--- src/rtl/audio_pkg.sv ---
// Shared types for the audio sample playback path.
package audio_pkg;
  localparam int SAMPLE_W = 16;
  localparam int ADDR_W   = 14;

  typedef logic signed [SAMPLE_W-1:0] sample_t;
  typedef logic [ADDR_W-1:0]          addr_t;

  typedef enum logic [1:0] {IDLE, WAIT_TICK, RD, HOLD} sfx_state_t;
endpackage

--- src/rtl/audio_sfx_player_tick_gen.sv ---
// Sample-rate tick: one-cycle pulse every CLKS_PER_SAMPLE cycles while enabled.
// Dropping enable for a cycle returns the count to zero.
module sample_tick_gen #(
  parameter int CLKS_PER_SAMPLE = 1134
) (
  input  logic Clk,
  input  logic Reset_n,
  input  logic enable,
  output logic tick
);
  localparam int            CW   = $clog2(CLKS_PER_SAMPLE);
  localparam logic [CW-1:0] LAST = CW'(CLKS_PER_SAMPLE - 1);

  logic [CW-1:0] cnt_q, cnt_d;

  always_comb begin
    cnt_d = '0;
    if (enable && cnt_q != LAST) cnt_d = cnt_q + CW'(1);
  end

  always_ff @(posedge Clk or negedge Reset_n) begin
    if (!Reset_n) cnt_q <= '0;
    else          cnt_q <= cnt_d;
  end

  assign tick = enable & (cnt_q == LAST);
endmodule

--- src/rtl/audio_sfx_player.sv ---
// Walks the sample RAM at the sample rate and hands each sample to the
// codec serializer over valid/ready; silence and address 0 when idle.
module audio_sfx_player
  import audio_pkg::*;
#(
  parameter int SFX_LEN         = 8958,
  parameter int CLKS_PER_SAMPLE = 1134
) (
  input  logic                       Clk,
  input  logic                       Reset_n,
  input  logic                       play,
  input  logic                       stop,
  input  logic                       loop,
  output logic [ADDR_W-1:0]          read_address,
  input  logic [SAMPLE_W-1:0]        ram_data,
  output logic signed [SAMPLE_W-1:0] sample_out,
  output logic                       sample_valid,
  input  logic                       sample_ready,
  output logic                       busy,
  output logic                       done,
  output logic                       overrun
);
  localparam addr_t LAST_ADDR = addr_t'(SFX_LEN - 1);

  sfx_state_t state_q, state_d;
  addr_t      addr_q, addr_d;
  sample_t    sample_q, sample_d;
  logic       valid_q, valid_d;
  logic       done_q, done_d;
  logic       ovr_q, ovr_d;
  logic       pend_q, pend_d;
  logic       tick, clr_cnt, hs;

  // Gating enable for one cycle is how a restart zeroes the tick counter.
  sample_tick_gen #(.CLKS_PER_SAMPLE(CLKS_PER_SAMPLE)) u_tick (
    .Clk    (Clk),
    .Reset_n(Reset_n),
    .enable ((state_q != IDLE) && !clr_cnt),
    .tick   (tick)
  );

  assign hs = valid_q & sample_ready;

  always_comb begin
    state_d  = state_q;
    addr_d   = addr_q;
    sample_d = sample_q;
    valid_d  = valid_q;
    done_d   = 1'b0;
    ovr_d    = ovr_q;
    pend_d   = pend_q;
    clr_cnt  = 1'b0;
    if (stop) begin
      state_d  = IDLE;
      addr_d   = '0;
      sample_d = '0;
      valid_d  = 1'b0;
      pend_d   = 1'b0;
      clr_cnt  = 1'b1;
    end else begin
      unique case (state_q)
        IDLE: if (play) begin
          state_d = WAIT_TICK;
          ovr_d   = 1'b0;
        end
        WAIT_TICK, RD: begin
          if (play) begin
            state_d = WAIT_TICK;
            addr_d  = '0;
            clr_cnt = 1'b1;
            ovr_d   = 1'b0;
          end else if (state_q == RD) begin
            sample_d = sample_t'(ram_data);
            valid_d  = 1'b1;
            state_d  = HOLD;
          end else if (tick) begin
            state_d = RD;
          end
        end
        HOLD: begin
          if (play) begin
            pend_d = 1'b1;
            ovr_d  = 1'b0;
          end
          // The held sample is never dropped; a late tick is only flagged.
          if (tick) ovr_d = 1'b1;
          if (hs) begin
            valid_d = 1'b0;
            state_d = WAIT_TICK;
            if (pend_q || play) begin
              addr_d = '0;
              pend_d = 1'b0;
            end else if (addr_q == LAST_ADDR) begin
              addr_d = '0;
              if (!loop) begin
                state_d  = IDLE;
                sample_d = '0;
                done_d   = 1'b1;
              end
            end else begin
              addr_d = addr_q + addr_t'(1);
            end
          end
        end
        default: state_d = IDLE;
      endcase
    end
  end

  always_ff @(posedge Clk or negedge Reset_n) begin
    if (!Reset_n) begin
      state_q  <= IDLE;
      addr_q   <= '0;
      sample_q <= '0;
      valid_q  <= 1'b0;
      done_q   <= 1'b0;
      ovr_q    <= 1'b0;
      pend_q   <= 1'b0;
    end else begin
      state_q  <= state_d;
      addr_q   <= addr_d;
      sample_q <= sample_d;
      valid_q  <= valid_d;
      done_q   <= done_d;
      ovr_q    <= ovr_d;
      pend_q   <= pend_d;
    end
  end

  assign read_address = addr_q;
  assign sample_out   = sample_q;
  assign sample_valid = valid_q;
  assign busy         = (state_q != IDLE);
  assign done         = done_q;
  assign overrun      = ovr_q;
endmodule

--- config.mk ---
export PLATFORM = sky130hd
export DESIGN_NAME = audio_sfx_player
export DESIGN_NICKNAME = d
export VERILOG_FILES = /design/src/rtl/audio_pkg.sv /design/src/rtl/audio_sfx_player_tick_gen.sv /design/src/rtl/audio_sfx_player.sv
export SDC_FILE = /design/constraint.sdc
export NUM_CORES = 1
export LEC_CHECK = 0
export BUFFER_PORTS_ARGS = -buffer_cell sky130_fd_sc_hd__buf_2
export CORE_MARGIN = 2
export CORE_UTILIZATION = 39
export DETAILED_ROUTE_END_ITERATION = 8
export GPL_TIMING_DRIVEN = 0
export PLACE_DENSITY_LB_ADDON = 0.25
export SYNTH_ARGS = -nofsm -noshare
export SYNTH_HDL_FRONTEND = slang
export SYNTH_SLANG_ARGS = --single-unit
--- constraint.sdc ---
create_clock -name Clk -period 2.5 [get_ports Clk]
set_input_delay 0.5 -clock Clk [delete_from_list [all_inputs] [get_ports Clk]]
set_output_delay 0.5 -clock Clk [all_outputs]
set_load 0.05 [all_outputs]
==> results.txt <==
CTS Buf Count - 5
highest clock rate - 447 MHz
Post-DP HPWL - 4100 um
top-area cell type share of the netlist area - 0.457
Clock Skew - 0.0125 ns
# rows - 29
grt ovf - 0
HP Class - primary input to async pin
VDD IR-drop max - 0.333 mV
setup ws final - 0.261 ns
Port Buffers - 55
post-synthesis sequential area ratio - 0.457
global-route wire length before repair - 9600 um
Setup TNS Final - 0 ns
pin count of the biggest net entering global routing - 48
Die Area - 7270 um2
vias in the first global route - 2038
RSZ-0062 raised after global routing - false
Slew Limit Fails - 0
core area - 6350 um2
Post-route DRC - 0
outcome - completed
CTS Sinks - 47
Root Driver - clkbuf_8
Slew Limit Headroom - 0.291
total track usage - 0.166
final setup violation count - 0
Syn Nets - 310
synthesis-stage register bit count - 47
reg-to-reg endpoint - read_address[13]
wirelength, routed - 5830 um
clk buf depth - 2
post-synthesis cell type count - 45
Pre-antenna DRT Iters - 4
post-route ant nets - 0
reg2reg setup slack - 0.26 ns
MaxCap Viol Count - 0
Synth Flop Type - dfrtp_1
chip height - 85.3 um
Final Hold Fails - 0
Mean Syn Cell Area - 9.16 um2
RR Startpoint - state_q[1]
Post-synth EDFFs - 0
Syn. warnings - 0
# fillers - 623
WL/cell - 13.8 um
Die Wd - 85.3 um
n_diodes - 0
Worst R2R Path Depth - 6
initial antenna violation count - 0
Layout area overhead - 18.0%
crit path max fanout - 10
Req. time, crit path - 2.74 ns
DRT iter0 DRCs - 113
worst setup path category - flip-flop to flip-flop
Final Net Count - 372
min Tclk post-route - 2.24 ns
routability congestion estimate - 0.747
layout cells sized above 1 - 0.235
Reg clk slew, reported paths - 0.10 ns
via count - 2222
power per cell area - 473 nW/um2
mapped cell area - 2570 um2
CP Capture Type - flip-flop
Post-Syn Instances - 281
Final Cycle Share - 0.896
H-tree depth - 2
pin slew with the least headroom to its limit - 1.06 ns
IO Pins - 56
# resized after CTS - 0
routed vias/inst - 5.28
CTS tree - yes
Post-synth ARST share - 1.00
worst-skew pair later-pin latency - 0.32 ns
Synth area leaders - dfrtp_1, nand2_1, o221ai_1
Post-CTS Hold Buffers - 0
P_leak - 0.00136 uW
critical path arrival - 2.48 ns
# Post-CTS Setup Buffers - 0
initial core utilization - 0.406
Yosys top cell by area - dfrtp_1
DP Worst Slack - 0.300 ns
Worst Setup Start Kind - flip-flop
cell usage in the layout, fill, tap and decap left out, drive strengths merged, types with 5 or more instances in the layout:
cell type,count
xnor2,5
xor2,5
clkbuf,10
inv,30
a21oi,15
ha,7
nand2,43
nand4,8
buf,63
o21ai,13
o221ai,16
nor2,14
or3,8
dfrtp,47
nand3,8
worst max-delay path by stage:
stage | startpoint | cells after the start | slack [ns] | end
CTS | state_q[1] | 6 | 0.23 | read_address[13]
finish | state_q[1] | 6 | 0.26 | read_address[13]
detailed placement | state_q[1] | 6 | 0.30 | read_address[13]
floorplan | read_address[0] | 6 | 0.49 | sample_out[10]
global placement | state_q[1] | 6 | 0.33 | read_address[13]
global route | state_q[1] | 6 | 0.08 | read_address[13]
area by class of cell:
class | instances | area (um2) | area share
Timing Repair Buffer | 55 | 275 | 0.0906
Clock buffer | 5 | 68.8 | 0.0226
Sequential cell | 47 | 1180 | 0.387
Multi-Input combinational cell | 192 | 1220 | 0.402
Clock inverter | 3 | 23.8 | 0.00782
Tap cell | 77 | 96.3 | 0.0317
Inverter | 29 | 109 | 0.0358
Buffer | 13 | 67.6 | 0.0222
flip-flops by register name, indices dropped and copies added (netlist names):
name,cells
state_q,2
sample_valid,1
sample_out,16
pend_q,1
u_tick.cnt_q,11
overrun,1
done,1
read_address,14
synthesized netlist by cell type, types with 2 or more instances:
master and count:
dfrtp_1 47, xor2_1 5, or4_1 4, nor4_1 2, buf_2 6, nand4_1 7, and2_1 2, nor2_1 14
or3b_2 2, nor3b_1 3, o221ai_1 16, a21oi_1 15, a211oi_1 2, and4_1 4, nor3_1 3, clkbuf_1 5
a31oi_1 3, nand2_1 43, xnor2_1 5, or2_2 2, nand2b_1 4, inv_1 29, nand3_1 8, o31ai_1 4
o21ai_0 13, ha_1 7, or3_1 8
worst max-delay path: stages, from the launching register on:
cell and delay, ns:
dfrtp_1 0.41, inv_1 0.06, ha_1 0.36, or3b_2 0.31
o2111ai_2 0.30, or4_1 0.57, a21oi_1 0.14
power breakdown:
group | internal [uW] | switching, uW
Sequential | 767 | 6.16
Combinational | 56.7 | 123
Clock | 200 | 283
Total | 1020 | 412
cell families after synthesis:
kind of cell	count (synthesis)	synth area share
and+or+nand+nor	114	0.242
adders and majority gates	7	0.0340
buffers and inverters	42	0.0685
xor gates and xnor gates	10	0.0340
muxes	1	0.00389
DFF	47	0.457
AOI/OAI and AO/OA	60	0.161
metrics by stage:
| stage | utilization | total power, uW | std cells | hold WS (ns) | cell area (um2) |
|---|---|---|---|---|---|
| after floorplan | - | 902 | 281 | 0.204 | 2570 |
| after global placement | 0.464 | 966 | 413 | 0.497 | 2950 |
| after detailed placement | 0.464 | 967 | 413 | 0.501 | 2950 |
| after CTS | 0.479 | 1450 | 421 | 0.379 | 3040 |
| after global routing | 0.479 | 1500 | 421 | 0.388 | 3040 |
| final | 0.479 | 1440 | 421 | 0.379 | 3040 |
metal layers:
layer	global-route usage	wire (um)	up-vias
met2	0.261	2750	42
li1	-	-	1117
met3	0.0311	233	10
met4	0.0563	87	0
met1	0.229	2750	1053
met5	0	0	-
Power figures use the tool's default switching activity.
